===== src/rtl/rfc_resp.sv =====
// ---------------------------------------------------------------------------
// rfc_resp - refresh responder between the refresh timer and the SDRAM pins
//
// Accepts a refresh request from the refresh timer, stalls the main SDRAM
// controller until it reports idle, then grants. The grant cycle issues
// PRECHARGE-ALL, followed by AUTO-REFRESH after tRP. The block returns to idle
// once tRFC has elapsed.
//
// Parameters
//   TRP        PRECHARGE -> AUTO-REFRESH spacing in cycles (>= 1)
//   TRFC       AUTO-REFRESH -> next command spacing in cycles (>= 1)
//   TIMER_BITS wait-counter width, must hold max(TRP,TRFC)-1
//
// Ports
//   clk_i    in   1  clock
//   rst_i    in   1  asynchronous reset, active-high
//   en_i     in   1  accept new refresh requests when high
//   req_i    in   1  refresh request, held by the timer until gnt_o
//   gnt_o    out  1  one-cycle grant, coincident with the PRECHARGE cycle
//   idle_i   in   1  main controller has no open row / transaction
//   stall_o  out  1  main controller must not issue commands while high
//   cmd_o    out  3  {RAS_n,CAS_n,WE_n}: NOP=111, PRE=010, AREF=001
//   a10_o    out  1  high together with PRE (all banks)
//
// Build option
//   RFC_DOUBLE_EN  when defined, each grant issues two AUTO-REFRESH commands,
//                  each followed by a full tRFC wait. Used for SDRAM power-up
//                  initialisation.
// ---------------------------------------------------------------------------
module rfc_resp #(
  parameter int TRP        = 2,
  parameter int TRFC       = 7,
  parameter int TIMER_BITS = 4
) (
  input  logic       clk_i,
  input  logic       rst_i,
  input  logic       en_i,
  input  logic       req_i,
  output logic       gnt_o,
  input  logic       idle_i,
  output logic       stall_o,
  output logic [2:0] cmd_o,
  output logic       a10_o
);

  typedef enum logic [2:0] {
    ST_IDLE,
    ST_WAIT,
    ST_PRE,
    ST_TRP,
    ST_AREF,
    ST_TRFC
  } state_t;

  localparam logic [2:0] CMD_NOP  = 3'b111;
  localparam logic [2:0] CMD_PRE  = 3'b010;
  localparam logic [2:0] CMD_AREF = 3'b001;

  localparam logic [TIMER_BITS-1:0] TRP_LOAD  = TIMER_BITS'(TRP - 1);
  localparam logic [TIMER_BITS-1:0] TRFC_LOAD = TIMER_BITS'(TRFC - 1);
  localparam logic [TIMER_BITS-1:0] CNT_ONE   = TIMER_BITS'(1);

  state_t                r_state;
  state_t                w_nextState;
  logic [TIMER_BITS-1:0] r_cnt;
  logic [TIMER_BITS-1:0] w_nextCnt;
  logic                  w_nextGnt;
  logic                  w_nextStall;
  logic [2:0]            w_nextCmd;
  logic                  w_nextA10;
`ifdef RFC_DOUBLE_EN
  logic                  r_second;
  logic                  w_nextSecond;
`endif

  // Next-state and wait-counter logic. The counter is loaded on entry to
  // PRE and AREF; the wait states count it down to zero and only then move
  // on, so the command spacing is exactly TRP / TRFC cycles. With TRP or
  // TRFC equal to 1 the load value is already zero and the wait state is
  // skipped entirely.
  always_comb begin
    w_nextState = r_state;
    w_nextCnt   = r_cnt;
`ifdef RFC_DOUBLE_EN
    w_nextSecond = r_second;
`endif
    case (r_state)
      ST_IDLE: begin
        if (en_i && req_i) begin
          w_nextState = ST_WAIT;
        end
      end
      ST_WAIT: begin
        // A withdrawn request wins over a controller that just went idle.
        if (!req_i) begin
          w_nextState = ST_IDLE;
        end else if (idle_i) begin
          w_nextState = ST_PRE;
          w_nextCnt   = TRP_LOAD;
`ifdef RFC_DOUBLE_EN
          w_nextSecond = 1'b0;
`endif
        end
      end
      ST_PRE, ST_TRP: begin
        if (r_cnt == '0) begin
          w_nextState = ST_AREF;
          w_nextCnt   = TRFC_LOAD;
        end else begin
          w_nextState = ST_TRP;
          w_nextCnt   = r_cnt - CNT_ONE;
        end
      end
      ST_AREF, ST_TRFC: begin
        if (r_cnt == '0) begin
`ifdef RFC_DOUBLE_EN
          // First tRFC done: go round once more for the second refresh.
          if (!r_second) begin
            w_nextState  = ST_AREF;
            w_nextCnt    = TRFC_LOAD;
            w_nextSecond = 1'b1;
          end else begin
            w_nextState = ST_IDLE;
          end
`else
          w_nextState = ST_IDLE;
`endif
        end else begin
          w_nextState = ST_TRFC;
          w_nextCnt   = r_cnt - CNT_ONE;
        end
      end
      default: begin
        w_nextState = ST_IDLE;
      end
    endcase
  end

  // Output decode from the next state, so the registered outputs line up
  // with the state they belong to on the same cycle.
  always_comb begin
    w_nextGnt   = 1'b0;
    w_nextA10   = 1'b0;
    w_nextCmd   = CMD_NOP;
    w_nextStall = (w_nextState != ST_IDLE);
    if (w_nextState == ST_PRE) begin
      w_nextGnt = 1'b1;
      w_nextA10 = 1'b1;
      w_nextCmd = CMD_PRE;
    end else if (w_nextState == ST_AREF) begin
      w_nextCmd = CMD_AREF;
    end
  end

  // State, counter and output registers. Reset forces everything back to
  // idle immediately, even in the middle of a refresh sequence.
  always_ff @(posedge clk_i or posedge rst_i) begin
    if (rst_i) begin
      r_state <= ST_IDLE;
      r_cnt   <= '0;
      gnt_o   <= 1'b0;
      stall_o <= 1'b0;
      cmd_o   <= CMD_NOP;
      a10_o   <= 1'b0;
    end else begin
      r_state <= w_nextState;
      r_cnt   <= w_nextCnt;
      gnt_o   <= w_nextGnt;
      stall_o <= w_nextStall;
      cmd_o   <= w_nextCmd;
      a10_o   <= w_nextA10;
    end
  end

`ifdef RFC_DOUBLE_EN
  // Tracks whether the second AUTO-REFRESH of the pair has been issued.
  always_ff @(posedge clk_i or posedge rst_i) begin
    if (rst_i) begin
      r_second <= 1'b0;
    end else begin
      r_second <= w_nextSecond;
    end
  end
`endif

endmodule

===== config.mk =====
export PLATFORM = sky130hd
export DESIGN_NAME = rfc_resp
export DESIGN_NICKNAME = d
export VERILOG_FILES = /design/src/rtl/rfc_resp.sv
export SDC_FILE = /design/constraint.sdc
export NUM_CORES = 1
export LEC_CHECK = 0
export CORE_UTILIZATION = 50
export CTS_CLUSTER_SIZE = 8
export DETAILED_ROUTE_END_ITERATION = 6
export GPL_TIMING_DRIVEN = 0
export HOLD_SLACK_MARGIN = 0.02
export PLACE_DENSITY = 0.8
export SLEW_MARGIN = 20
export SYNTH_ARGS = -nofsm -noshare
export SYNTH_HDL_FRONTEND = slang
export SYNTH_SLANG_ARGS = --single-unit

===== constraint.sdc =====
create_clock -name clk_i -period 1.9 [get_ports clk_i]
set_clock_uncertainty 0.2 [all_clocks]
set_input_delay 0.285 -clock clk_i [delete_from_list [all_inputs] [get_ports clk_i]]
set_output_delay 0.285 -clock clk_i [all_outputs]
set_load 0.005 [all_outputs]

Yosys cells after proc, flatten, opt, wreduce, memory -nomap -nowiden
Index checks and enable logic that the tools add are counted.

word-level totals
  register bits after elaboration = 12
  bits of input ports = 5
  output and inout bits = 6
  logic and storage cells = 38

cells by class
  add/subtract/negate cells = 1
  equal/unequal tests = 10
  muxes and demuxes = 14
  reductions and logical operators = 8

operators by type and width
  cell                 count
  $mux 3               7
  $mux 4               4
  $pmux 3 s4           1
  $pmux 4 s3           1
  $eq 3x2->1 const B   3
  $eq 3x3->1 const B   3
  $ne 2x2->1 const B   3
  $reduce_bool 3->1    2
  $logic_not 4->1      1
  $reduce_and 4->1     1
  $reduce_or 2->1      2
  $sub 4x1->4 const B  1
  $eq 3x1->1 const B   1
  $logic_not 3->1      1
  $logic_and 1x1->1    1
  $mux 1               1

Longest topological paths before layout
Gate-level depths: netlist of the first run.

  depth in word-level cells = 6
  gate-level depth with buffers = 6
  gate-level depth less buffers = 6

Least setup slack after synthesis of the first run
No wires, ideal clock.

  kind = register to register
  from = register r_cnt[0]
  to = register a10_o
  library setup time = 0.066 ns
  data arrival time = 1.486 ns
  required time = 1.634 ns
  slack = 0.148 ns
  stages on the path, launching flop included = 7
  buffers on the path = 0
  clock period less this slack = 1.752 ns
  cells stage by stage = dfrtp_1 -> inv_1 -> ha_1 -> or3b_1 -> a21oi_1 -> and2_1 -> and2_1

between the ends
  longest elaborated chain between the ends = 5
  elaborated cells between the ends (all ways) = 6
  classes of those cells = eq/ne (1); mux (4); reduce/logical (1)

ends and longest elaborated chain
  element                           line      text
  start, declared                   65        logic [TIMER_BITS-1:0] r_cnt;
  start signal, assigned            167       r_cnt <= w_nextCnt;
  $logic_not 4->1 (*)               106, 115
  $mux 3, on equally long branches  115, 106
  $pmux 3 s4 (*)                    87        case (r_state)
  $eq 3x2->1 (*)                    146       if (w_nextState == ST_PRE) begin
  $mux 1 (*)                        146
  named net w_nextA10               70        logic w_nextA10;
  end signal, assigned              171       a10_o <= w_nextA10;
  end, declared                     43        output logic a10_o

The timed path passes the listed nets; every way through them passes the cells marked *.
A chain may end at the register's enable or synchronous reset.

Worst setup path in the final report of the first run
  from = register r_state[1]
  to = register r_cnt[0]

between the ends
  longest elaborated chain between the ends = 4
  elaborated cells between the ends (all ways) = 13
  classes of those cells = eq/ne (8); mux (1); reduce/logical (4)

ends and longest elaborated chain
  element                                                           line  text
  start, declared                                                   63    state_t r_state;
  start signal, assigned                                            166   r_state <= w_nextState;
  $eq 3x3->1 or $eq 3x2->1 (tied branches)                          87
  $reduce_or 2->1                                                   87
  $ne 2x2->1 (no source line) or $reduce_bool 3->1 (tied branches)  n/a
  $reduce_and 4->1 (no source line)                                 n/a

Parallel ways exist; a longest one is shown, timed or not.

==> results of run 1 <==
[sequential cells by signal (all words and copies together) (netlist names)]
register,count
stall_o,1
r_state,3
cmd_o,3
a10_o,1
r_cnt,4
[path summary, 6_finish.rpt]
check,slack (ns),startpoint,to
worst min register to register,0.42,r_cnt[0],r_cnt[0]
min in group clk_i,0.42,r_cnt[0],r_cnt[0]
worst min-delay path,0.1,rst_i,r_cnt[1]
max in group asynchronous,1.06,rst_i,cmd_o[1]
worst max-delay path,0.09,r_state[1],r_cnt[0]
worst max register to register,0.09,r_state[1],r_cnt[0]
[logic make-up (layout without fill, tap and decap cells)]
group	Yosys count	in the layout	share of synthesized area, %
adder cells (fa/ha/maj)	4	4	7.31
multiplexers	2	2	4.75
AO/OA/AOI/OAI	21	21	18.5
buffers and inverters	11	27	6.58
flip-flops	12	12	44.4
AND/OR/NAND/NOR	25	25	18.5
[repair_timing]
item,4_1_cts,5_1_grt
gates resized for setup,2,6
endpoints found under the setup margin,2,10
buffers inserted,0,2
gates cloned,0,0
hold endpoints to repair,0,0
[cells in the final DEF, fill, tap and decap left out, drive strengths merged, types with 2 or more instances in the layout]
cell / netlist / final
clkdlybuf4s50: 0 / 10
mux2i: 2 / 2
a31oi: 2 / 2
and2: 3 / 3
ha: 4 / 4
or3b: 2 / 2
buf: 1 / 3
nor2: 8 / 8
a21oi: 8 / 8
clkbuf: 0 / 4
o21ai: 6 / 6
dfrtp: 9 / 9
inv: 10 / 10
dfstp: 3 / 3
nand2: 7 / 7
[power breakdown]
part	internal, W	switching, W	total [W]
logic	0.000347	0.000339	0.000686
clock network	0.000117	0.0000909	0.000207
registers	0.000345	0.0000792	0.000425
[layer usage]
metal	vias up	global-route usage, %	wire [µm]
met5	-	0	0
met4	0	10.3	17
met3	2	6.94	99
met2	25	36.3	682
met1	268	26.4	602
li1	288	-	-
[stage by stage]
stage	util, %	instance area (µm²)	total power, W
2_1_floorplan	-	684	0.000833
3_3_place_gp	67.6	802	0.000983
3_5_place_dp	67.6	802	0.000998
4_1_cts	71.1	843	0.00122
5_1_grt	74.4	882	0.00141
6_report	74.4	882	0.00132
[final cells by class]
cell class | count | area [µm²]
Fill cell | 90 | 304
Timing Repair Buffer | 12 | 115
Inverter | 10 | 37.5
Tap cell | 14 | 17.5
Sequential cell | 12 | 304
Multi-Input combinational cell | 52 | 364
Buffer | 1 | 7.51
Clock buffer | 4 | 36.3
==> summary.txt, run 1 <==
Outcome
  • Run status: completed

Clock tree
  • Number of sinks handled by clock tree synthesis: 12
  • Clock-pin slew of the registers on the worst-case setup and hold paths: 0.08 ns
  • CTS tree: yes
  • Clk Tree Root Cell: sky130_fd_sc_hd__clkbuf_4
  • H-tree levels: 1
  • Clock insertion delay at the later pin of the skew report: 0.28 ns
  • Hold-fix buffer count after cts: 0
  • Worst-case clock buffer depth: 2
  • TritonCTS Buffers: 3

Drt
  • Antenna violation net count after detailed routing: 0
  • DRC errors left: 0
  • Total routed wirelength: 1.40 mm
  • Drt first pass iters: 4
  • Vias: 583
  • Routed wire per std cell: 13.3 µm
  • Drt initial violations: 16
  • Post-detailed-route via-to-cell ratio: 5.55

Power
  • Lkg Pwr: 0.383 nW
  • Maximum resistive drop on vdd: 900 µV
  • Power density relative to cell area: 1490 nW/µm²

Yosys
  • Cell type with the largest total area after synthesis: sky130_fd_sc_hd__dfrtp_1
  • Flip-flop and latch count after synthesis: 12
  • Ys async rst share: 100%
  • Number of flops mapped to enable cells by yosys: 0
  • Mapped Avg Cell Area: 9.13 µm²
  • Post-synthesis cell type count: 25
  • Cell area after synthesis: 684 µm²
  • Synth top area share: 32.9%
  • Synth area leaders: sky130_fd_sc_hd__dfrtp_1 33%, sky130_fd_sc_hd__dfstp_2 12%, sky130_fd_sc_hd__ha_1 7.3%
  • Mapped Nets: 84
  • Number of cells produced by synthesis: 75
  • Number of warning messages in the yosys log: 0
  • Top_reg_cell synth: sky130_fd_sc_hd__dfrtp_1
  • Sequential cell area fraction in the yosys report: 44.4%
  • Leading cell types by count after synthesis: 10 x sky130_fd_sc_hd__inv_1, 9 x sky130_fd_sc_hd__dfrtp_1, 8 x sky130_fd_sc_hd__a21oi_1, 8 x sky130_fd_sc_hd__nor2_1, 7 x sky130_fd_sc_hd__nand2_1
  • Top-count cell post-synth: sky130_fd_sc_hd__inv_1

Layout
  • Fraction of final layout cells sized beyond drive strength 1: 20.9%
  • Number of antenna repair diodes: 0
  • Signed area change from the synthesized netlist to the final layout: 28.9%
  • Number of nets in the final layout: 101
  • Final non-filler cell total: 105

Floorplanning
  • Die Ht: 39.0 µm
  • Initial cell density of the core: 57.7%
  • Area enclosed by the die boundary: 1520 µm²
  • CORE AREA: 1190 µm²
  • Die width: 39.0 µm
  • Standard-cell row count: 12
  • Top-level I/O count: 11

Run
  • Max-cap violations: 0

STA
  • Final hold slack: 0.0988 ns
  • Headroom to the max-slew limit: 70.6%
  • Unrepaired setup endpoints after global routing: no
  • Max Slew Vio Count: 0
  • Setup WS post-layout: 0.0902 ns
  • Share of the clock period used by the worst path: 95.3%
  • Setup TNS Final: 0 ns
  • Transition at the pin with the smallest max-transition slack: 0.441 ns
  • Post-layout minimum cycle time: 1.81 ns
  • Setup violators final: 0
  • Timing-limited maximum frequency: 553 MHz
  • Final Hold Vio Count: 0

Global routing
  • Global-route total usage across every layer: 22.3%
  • Largest net degree at the start of global routing: 13
  • Total gr overflow: 0
  • Global-route wire length before repair: 2.18 mm
  • Antenna violations before repair: 0
  • Vias in the first global route: 504

Worst setup path
  • Max stage delay on crit path: 0.44 ns
  • Family of cells with the greatest summed delay on the critical path: simple AND/OR/NAND/NOR gates
  • Critical-path cell with the highest stage delay: sky130_fd_sc_hd__or3b_4
  • Worst endpoint data arrival time: 1.78 ns
  • Crit path cell chain: or3b_4 > mux2i_4 > a21oi_1 > a221o_1
  • Setup crit start kind: register
  • Critical path endpoint category: register
  • Cell depth of the worst flop-to-flop path: 4
  • Required time reported for the critical path endpoint: 1.87 ns
  • Crit Path Class: reg2reg
  • Crit path depth: 4
  • Crit path max fanout: 6
  • Crit path buffers/inverters: 0

Hold path
  • Class of the worst hold path: in2async

Placement
  • Final HPWL DP: 966 µm
  • Number of buffers inserted by port buffering: 10
  • Number of placed instances with taps included: 99
  • Dpl ws: -0.0165 ns
  • Routability-driven placement congestion ratio: 0.794
No activity file was read; power rests on OpenSTA's default activity.
==> run 2: changes to the inputs <==
PLACE_DENSITY = 0.87   (was 0.8)
==> summary.txt, run 2 (synthesis gave the netlist of run 1 again) <==
Global routing
  • Global-route total usage across every layer: 22.2% (-0.081 points)
  • Global-route wire length before repair: 2.16 mm (-0.96%)
  • Antenna violations before repair: 0 (unchanged)
  • Vias in the first global route: 557 (+11%)
  • Total gr overflow: 0 (unchanged)
  • Largest net degree at the start of global routing: 13 (unchanged)

Placement
  • Routability-driven placement congestion ratio: 0.810 (+2.0%)
  • Number of buffers inserted by port buffering: 10 (unchanged)
  • Cell area after placement: 802 µm² (unchanged)
  • Number of placed instances with taps included: 99 (unchanged)
  • Final HPWL DP: 955 µm (-1.2%)

Layout
  • Final non-filler cell total: 103 (-1.9%)
  • Total area of multi-input combinational cells: 370 µm² (+1.7%)
  • Number of nets in the final layout: 99 (-2.0%)
  • Seq. cell area: 304 µm² (unchanged)
  • Most frequent cells in the layout: 10 x sky130_fd_sc_hd__clkdlybuf4s50_1, 9 x sky130_fd_sc_hd__inv_1, 9 x sky130_fd_sc_hd__dfrtp_1
  • Post-route core utilization: 73.6% (-0.74 points)
  • Top reg by flops: r_cnt
  • Largest regs: r_cnt x4, cmd_o x3, r_state x3
  • Fraction of final layout cells sized beyond drive strength 1: 20.2% (-0.65 points)
  • Signed area change from the synthesized netlist to the final layout: 27.6%
  • Most common library cell in the layout ignoring fill and taps: sky130_fd_sc_hd__clkdlybuf4s50_1
  • Finished Cell Area: 873 µm² (-0.99%)
  • Number of antenna repair diodes: 0 (unchanged)
  • Flip-flop count of the largest register, all copies and words added: 4 (unchanged)
  • Count of fill cells added during filler insertion: 95 (+5.6%)

STA
  • Final hold slack: 0.107 ns (+0.00853 ns)
  • Max Slew Vio Count: 0 (unchanged)
  • Transition at the pin with the smallest max-transition slack: 0.436 ns (-0.00547 ns)
  • Setup violators final: 0 (unchanged)
  • Timing-limited maximum frequency: 554 MHz (+0.23%)
  • Final Hold Vio Count: 0 (unchanged)
  • Post-layout minimum cycle time: 1.81 ns (-0.00421 ns)
  • Share of the clock period used by the worst path: 95.0% (-0.22 points)
  • Headroom to the max-slew limit: 70.9% (+0.37 points)
  • Unrepaired setup endpoints after global routing: no

Drt
  • Post-detailed-route via-to-cell ratio: 5.54 (-0.16%)
  • Antenna violation net count after detailed routing: 0 (unchanged)
  • Drt initial violations: 11 (-5)
  • Routed wire per std cell: 13.2 µm (-0.90%)
  • DRC errors left: 0 (unchanged)
  • Drt first pass iters: 4 (unchanged)
  • Vias: 571 (-2.1%)
  • Total routed wirelength: 1.36 mm (-2.8%)

Power
  • Maximum resistive drop on vdd: 826 µV (-8.3%)
  • Power density relative to cell area: 1450 nW/µm² (-3.1%)
  • Lkg Pwr: 0.373 nW (-2.5%)
  • Total power after layout: 0.00126 W (-4.1%)

Worst setup path
  • Family of cells with the greatest summed delay on the critical path: flip-flops
  • Cell depth of the worst flop-to-flop path: 4 (unchanged)
  • Required time reported for the critical path endpoint: 1.86 ns (about the same)
  • Max stage delay on crit path: 0.44 ns (about the same)
  • Crit path cell chain: or3b_4 > mux2i_4 > a21oi_1 > a221o_1
  • Crit Path Class: reg2reg
  • Reg-to-reg setup timing slack: 0.09 ns (about the same)
  • Critical path endpoint category: register
  • Setup crit start kind: register
  • Crit path buffers/inverters: 0 (unchanged)
  • R2R Path Start: r_state[0]
  • Crit path max fanout: 6 (unchanged)
  • Worst R2R End: r_cnt[0]
  • Critical-path cell with the highest stage delay: sky130_fd_sc_hd__dfrtp_1
  • Worst endpoint data arrival time: 1.77 ns (about the same)

Clock tree
  • Clock insertion delay at the later pin of the skew report: 0.28 ns (about the same)
  • Worst-case clock buffer depth: 2 (unchanged)
  • Clk Tree Root Cell: sky130_fd_sc_hd__clkbuf_4
  • TritonCTS Buffers: 3 (unchanged)
  • H-tree levels: 1 (unchanged)
  • CTS tree: yes
  • Number of sinks handled by clock tree synthesis: 12 (unchanged)
  • Clock-pin slew of the registers on the worst-case setup and hold paths: 0.07 ns (about the same)

Run
  • Max-cap violations: 0 (unchanged)

Floorplanning
  • CORE AREA: 1190 µm² (unchanged)
  • Die width: 39.0 µm (unchanged)
  • Standard-cell row count: 12 (unchanged)
  • Area enclosed by the die boundary: 1520 µm² (unchanged)
  • Die Ht: 39.0 µm (unchanged)
  • Top-level I/O count: 11 (unchanged)
  • Initial cell density of the core: 57.7% (unchanged)

Outcome
  • Run status: completed

Hold path
  • Class of the worst hold path: in2async
[run 2: how the worst max path moves through the flow]
stage                    start  endpoint  cells past startpoint  slack [ns]
global placement      r_cnt[0]  cmd_o[2]                      6        0.02
finish              r_state[0]  r_cnt[0]                      4        0.09
floorplan             r_cnt[0]     a10_o                      6        0.15
global route          r_cnt[1]     a10_o                      6        0.03
CTS                   r_cnt[0]  r_cnt[0]                      5        0.02
detailed placement    r_cnt[0]     a10_o                      6       -0.03
[run 2: where the power goes]
group	internal [W]	total [W]	switching, W
sequential	0.000345	0.000426	0.0000806
combinational	0.000311	0.000634	0.000322
clock	0.000117	0.000204	0.0000872
total	0.000773	0.00126	0.000490
[run 2: final cells by class]
| type | instances | share of cell area (%) |
|---|---|---|
| clock buffers | 4 | 4.15 |
| inverters | 10 | 4.30 |
| well taps | 14 | 2.01 |
| flip-flops and latches | 12 | 34.8 |
| plain buffers | 1 | 0.860 |
| repair buffers | 10 | 11.5 |
| multi-input cells | 52 | 42.4 |
[run 2: routing by layer]
metal,vias to the layer above,track usage (%),wire length (µm),share of wire [%]
met2,11,40.0,703,52
met1,270,24.3,590,43
met3,5,3.47,38,2.8
li1,285,-,-,-
met4,0,12.1,30,2.2
met5,-,0,0,0
[run 2: timing repair]
action | 4_1_cts | 5_1_grt
setup endpoints to repair | 2 | 9
pin swaps | 0 | 1
resized for setup | 3 | 6
setup buffers | 0 | 0
hold buffers | 0 | 0
cloned | 0 | 0
[run 2: metrics by stage]
stage | setup WS [ns] | TNS (ns)
after floorplan | 0.148 | 0
after global placement | 0.0192 | 0
after detailed placement | -0.0290 | -0.0290
after CTS | 0.0215 | 0
after global routing | 0.0256 | 0
final | 0.0944 | 0
